[config.mk]
export PLATFORM = sky130hd
export DESIGN_NAME = mem_stage
export DESIGN_NICKNAME = d
export VERILOG_FILES = /design/src/rtl/mem_stage.sv
export SDC_FILE = /design/constraint.sdc
export NUM_CORES = 1
export LEC_CHECK = 0
export ABC_AREA = 1
export BUFFER_PORTS_ARGS = -buffer_cell sky130_fd_sc_hd__buf_2
export CAP_MARGIN = 30
export CORE_AREA = 4 4 123 125
export CTS_CLUSTER_DIAMETER = 120
export DETAILED_ROUTE_END_ITERATION = 7
export DIE_AREA = 0 0 127 129
export PLACE_DENSITY = 0.82
export REMOVE_ABC_BUFFERS = 1
export SYNTH_ARGS = -nofsm -noshare
export SYNTH_HDL_FRONTEND = slang
export SYNTH_SLANG_ARGS = --single-unit
[constraint.sdc]
create_clock -name clk -period 2 [get_ports clk]
set_input_delay 0.1 -clock clk [delete_from_list [all_inputs] [get_ports clk]]
set_output_delay 0.1 -clock clk [all_outputs]
set_load 0.02 [all_outputs]
[src/rtl/mem_stage.sv]
// mem_stage: pipeline MEM stage driving a req/gnt/rvalid data bus; MISALIGN_TRAP_EN makes misaligned accesses trap instead of masking
package primus_core_pkg;
  typedef enum logic [1:0] {WB_ALU, WB_MEM, WB_PC4} wb_sel_e;
  typedef struct packed {
    logic    mem_read;
    logic    mem_write;
    logic    reg_write;
    wb_sel_e wb_sel;
  } ctrl_t;
endpackage

module mem_stage
  import primus_core_pkg::*;
#(
  parameter int XLEN = 32
) (
  input  logic            clk,
  input  logic            rst,
  input  logic            ex_valid_i,
  input  ctrl_t           ex_ctrl_i,
  input  logic [2:0]      ex_funct3_i,
  input  logic [XLEN-1:0] ex_alu_result_i,
  input  logic [XLEN-1:0] ex_rs2_data_i,
  input  logic [4:0]      ex_rd_i,
  input  logic [XLEN-1:0] ex_pc4_i,
  output logic            stall_o,
  output logic            dmem_req_o,
  output logic            dmem_we_o,
  output logic [XLEN-1:0] dmem_addr_o,
  output logic [3:0]      dmem_be_o,
  output logic [XLEN-1:0] dmem_wdata_o,
  input  logic            dmem_gnt_i,
  input  logic            dmem_rvalid_i,
  input  logic [XLEN-1:0] dmem_rdata_i,
  output logic            wb_valid_o,
  output logic            wb_reg_write_o,
  output wb_sel_e         wb_sel_o,
  output logic [XLEN-1:0] wb_alu_result_o,
  output logic [XLEN-1:0] wb_mem_data_o,
  output logic [4:0]      wb_rd_o,
  output logic [XLEN-1:0] wb_pc4_o,
  output logic            wb_misalign_o
);
  typedef enum logic [1:0] {IDLE, REQ, WAIT_R} state_e;
  state_e state, state_n;
  logic mem_op, store, trap, req, done;
  logic [1:0] off, off_q;
  logic [2:0] f3_q;
  logic [15:0] sh;
  logic [XLEN-1:0] ext;
  assign mem_op = ex_valid_i & (ex_ctrl_i.mem_read | ex_ctrl_i.mem_write);
  assign store = ex_ctrl_i.mem_write;
`ifdef MISALIGN_TRAP_EN
  logic mis;
  assign mis = (ex_funct3_i[1:0] == 2'b01 & ex_alu_result_i[0]) |
               (ex_funct3_i[1:0] == 2'b10 & ex_alu_result_i[1:0] != 2'b00);
  assign trap = mem_op & mis;
`else
  assign trap = 1'b0;
`endif
  // low address bits beyond the access size are dropped so misaligned accesses stay in-word
  assign off = ex_funct3_i[1] ? 2'b00 : ex_funct3_i[0] ? {ex_alu_result_i[1], 1'b0} : ex_alu_result_i[1:0];
  assign req = mem_op & !trap & state != WAIT_R;
  assign done = (req & store & dmem_gnt_i) | (state == WAIT_R & dmem_rvalid_i) | trap;
  assign stall_o = mem_op & !done;
  assign dmem_req_o = req;
  assign dmem_we_o = store;
  assign dmem_addr_o = {ex_alu_result_i[XLEN-1:2], 2'b00};
  assign dmem_be_o = (!store | ex_funct3_i[1]) ? 4'b1111 : ex_funct3_i[0] ? 4'b0011 << off : 4'b0001 << off;
  assign dmem_wdata_o = ex_funct3_i[1] ? ex_rs2_data_i :
                        ex_funct3_i[0] ? {(XLEN/16){ex_rs2_data_i[15:0]}} : {(XLEN/8){ex_rs2_data_i[7:0]}};
  assign sh = 16'(dmem_rdata_i >> {off_q, 3'b000});
  assign ext = f3_q[1] ? dmem_rdata_i :
               f3_q[0] ? {{(XLEN-16){sh[15] & ~f3_q[2]}}, sh} : {{(XLEN-8){sh[7] & ~f3_q[2]}}, sh[7:0]};
  always_comb begin
    state_n = state == WAIT_R ? (dmem_rvalid_i ? IDLE : WAIT_R) :
              !req ? IDLE : !dmem_gnt_i ? REQ : store ? IDLE : WAIT_R;
  end
  always_ff @(posedge clk) begin
    if (rst) begin
      state <= IDLE;
      f3_q <= '0;
      off_q <= '0;
    end else begin
      state <= state_n;
      if (req & dmem_gnt_i) begin
        f3_q <= ex_funct3_i;
        off_q <= off;
      end
    end
  end
  always_ff @(posedge clk) begin
    if (rst) begin
      wb_valid_o <= 1'b0;
      wb_reg_write_o <= 1'b0;
      wb_sel_o <= WB_ALU;
      wb_alu_result_o <= '0;
      wb_mem_data_o <= '0;
      wb_rd_o <= '0;
      wb_pc4_o <= '0;
      wb_misalign_o <= 1'b0;
    end else if (stall_o) begin
      wb_valid_o <= 1'b0;
    end else begin
      wb_valid_o <= ex_valid_i;
      if (ex_valid_i) begin
        wb_reg_write_o <= ex_ctrl_i.reg_write & !trap;
        wb_sel_o <= ex_ctrl_i.wb_sel;
        wb_alu_result_o <= ex_alu_result_i;
        wb_mem_data_o <= state == WAIT_R ? ext : '0;
        wb_rd_o <= ex_rd_i;
        wb_pc4_o <= ex_pc4_i;
        wb_misalign_o <= trap;
      end
    end
  end
endmodule
==> results_dict.tcl <==
set metrics [dict create \
    fp.dieArea_um2 16400 \
    grt_setup_unrepaired "no" \
    synth_warnings 0 \
    initial_utilization 0.394 \
    ys.flop_type "dfxtp_1" \
    synth_area_per_cell_um2 6.85 \
    grt_use_total 0.213 \
    rr_endpoint "wb_mem_data_o[8]$_SDFFE_PP0P_" \
    worstHoldPathCells 3 \
    worstPathArrival_ns 1.84 \
    synth_top_area_cell "dfxtp_1" \
    postCtsSetupBuffers 0 \
    syn_to_final_growth_pct 33.2 \
    finalHoldViolations 0 \
    yosysTopAreaCellShare 0.410 \
    cts_tree "built" \
    skew_ns 0.0103 \
    tightest_slew_ns 0.535 \
    grt_util_met2 0.389 \
    stdcell_count 1246 \
    overflow 0 \
    cts_buffers 9 \
    ys_top_cells_by_area "dfxtp_1 41%, nor2_1 12%, o21ai_0 11%" \
    die_y_um 129 \
    power_leakage_nw 3.73 \
    ys_seq_area_frac 0.410 \
    yosys-top-cells-count "180 x nor2_1, 125 x o21ai_0, 112 x dfxtp_1" \
    r2r_cells 6 \
    ir_drop_mv 0.384 \
    end_kind "register" \
    async_reset_ff_frac 0 \
    grt_pass1_vias 5575 \
    synth_cell_types 25 \
    busiest_layer "met2" \
    synth_seq_cells 112 \
    core-area_um2 13900 \
    htree_num_levels 3 \
    syn_area_um2 5460 \
    grt_max_degree 77 \
    finalCritPeriodShare 0.803 \
    ctsLongestPathBuffers 2 \
    diodes 0 \
    grt_antenna_before_repair 0 \
    multiInputGateArea_um2 2460 \
    n_fill_cell 1358 \
    use_met1 0.251 \
    finalWeightedCongestion 0.885 \
    totalWireLength_mm 18.2 \
    path_clk_slew_ns 0.07 \
    status "finished, final reports clean" \
    min_from "ex_alu_result_i[17]" \
    cts_root_buf "clkbuf_16" \
    slew_violations 0 \
    rows 43 \
    gr-usage-met3 0.0403 \
    maxCapViolations 0 \
    ios 323 \
    drive_gt1_frac 0.339 \
    period_needed_ns 1.61 \
    dpl.hpwl_mm 13.9 \
    wl_per_cell_um 14.6 \
    seq_area_um2 2240 \
    synth_edf_count 0 \
    min_path_type "in2reg" \
    utilization 0.524 \
    nets 1208 \
    pre_cts_ws_ns 0.307 \
    clk_latency_ns 0.35 \
    place_inst 1216 \
    vias 6041 \
    fmax_mhz 623 \
    setup_ws_ns 0.394 \
    cts_sinks 112 \
    r2r_slack_ns 0.39 \
    whs_endpoint "wb_alu_result_o[17]$_SDFFE_PP0P_" \
    critical_path_class "reg2reg" \
    postRouteAntennaNets 0 \
    grt_pass1_wl_mm 28.1 \
    route.detailed.drc 0 \
    crit_required_ns 2.23 \
    slew-limit-headroom 0.643 \
    portBuffers 319 \
    critical_path_peak_fanout 15 \
    yosysMostFrequentCell "nor2_1" \
    synth_cells 797 \
    first_pass_iters 5 \
    drt_iter0_drc 396 \
    via_per_inst 4.85 \
    setup-violations-final 0 \
    die_x_um 127 \
    p_per_area_nw_per_um2 763 \
    worst_setup_path_start_kind "register" \
    r2r_start "f3_q[1]$_SDFFE_PP0P_" \
]
cells in the final DEF (no fill, tap or decap), types with 4 or more instances in the layout:
master,n
buf_2,319
nor2_1,180
o21ai_0,125
dfxtp_1,112
nand2_1,111
nand3_1,50
a21oi_1,43
inv_1,34
o21ai_1,18
dlygate4sd3_1,15
buf_4,10
clkbuf_16,9
inv_2,6
o211ai_1,6
buf_12,4
layout make-up:
class / instances / share of cell area
multi-input combinational: 551 / 0.338
clock inverter: 4 / 0.00739
sequential: 112 / 0.308
tap: 180 / 0.0309
timing repair buffer: 348 / 0.261
inverter: 40 / 0.0206
clock buffer: 11 / 0.0334
cell families after synthesis:
family,Yosys count,share of synthesized area
simple gates,349,0.258
compound gates,199,0.189
buf+inv,136,0.141
flops,112,0.410
other cells,1,0.000686
worst max-delay path, stage by stage, from the launching register on:
cell	delay, ns
dfxtp_1	0.63
inv_1	0.25
buf_4	0.25
o21ai_0	0.17
nor2_1	0.07
nand2_1	0.07
a21oi_1	0.06
report_power, final:
part | total (mW) | switching (mW) | internal, mW
clock network | 1.81 | 0.802 | 1.01
registers | 2.44 | 0.0698 | 2.37
logic | 1.31 | 0.851 | 0.458
flip-flops by register name (all words and copies together), names as in the netlist:
signal           cells
state                2
wb_alu_result_o     32
wb_pc4_o            32
wb_mem_data_o       32
f3_q                 3
off_q                2
wb_valid_o           1
wb_rd_o              5
wb_sel_o             2
wb_reg_write_o       1
metrics by stage:
| stage | total power [mW] | cell area [um2] | setup TNS (ns) | hold slack, ns |
|---|---|---|---|---|
| 6_report | 5.56 | 7280 | 0 | 0.0103 |
| 5_1_grt | 5.85 | 7280 | 0 | 0.00655 |
| 4_1_cts | 5.62 | 7270 | 0 | 0.000123 |
| 3_5_place_dp | 3.78 | 6830 | 0 | 0.328 |
| 3_3_place_gp | 3.76 | 6830 | 0 | 0.324 |
| 2_1_floorplan | 3.15 | 4850 | -36.13 | 0.169 |
repair_timing:
item	CTS	global route
hold buffers	15	0
setup endpoints to repair	0	1
hold endpoints to repair	15	0
resized for setup	0	1
layer usage:
| layer | vias up | share of wire |
|---|---|---|
| met1 | 2680 | 0.39 |
| met5 | - | 0 |
| met3 | 26 | 0.082 |
| met2 | 264 | 0.51 |
| li1 | 3071 | - |
| met4 | 0 | 0.021 |
worst max-delay path by stage:
stage	startpoint	endpoint	slack, ns
2_1_floorplan	state[0]$_SDFF_PP0_	wb_mem_data_o[0]$_SDFFE_PP0P_	-0.55
3_3_place_gp	off_q[1]$_SDFFE_PP0P_	wb_mem_data_o[17]$_SDFFE_PP0P_	0.33
3_5_place_dp	f3_q[1]$_SDFFE_PP0P_	wb_mem_data_o[17]$_SDFFE_PP0P_	0.31
4_1_cts	off_q[1]$_SDFFE_PP0P_	wb_mem_data_o[29]$_SDFFE_PP0P_	0.30
5_1_grt	f3_q[1]$_SDFFE_PP0P_	wb_mem_data_o[8]$_SDFFE_PP0P_	0.20
6_report	f3_q[1]$_SDFFE_PP0P_	wb_mem_data_o[8]$_SDFFE_PP0P_	0.39
No activity file was read; power rests on OpenSTA's default activity.
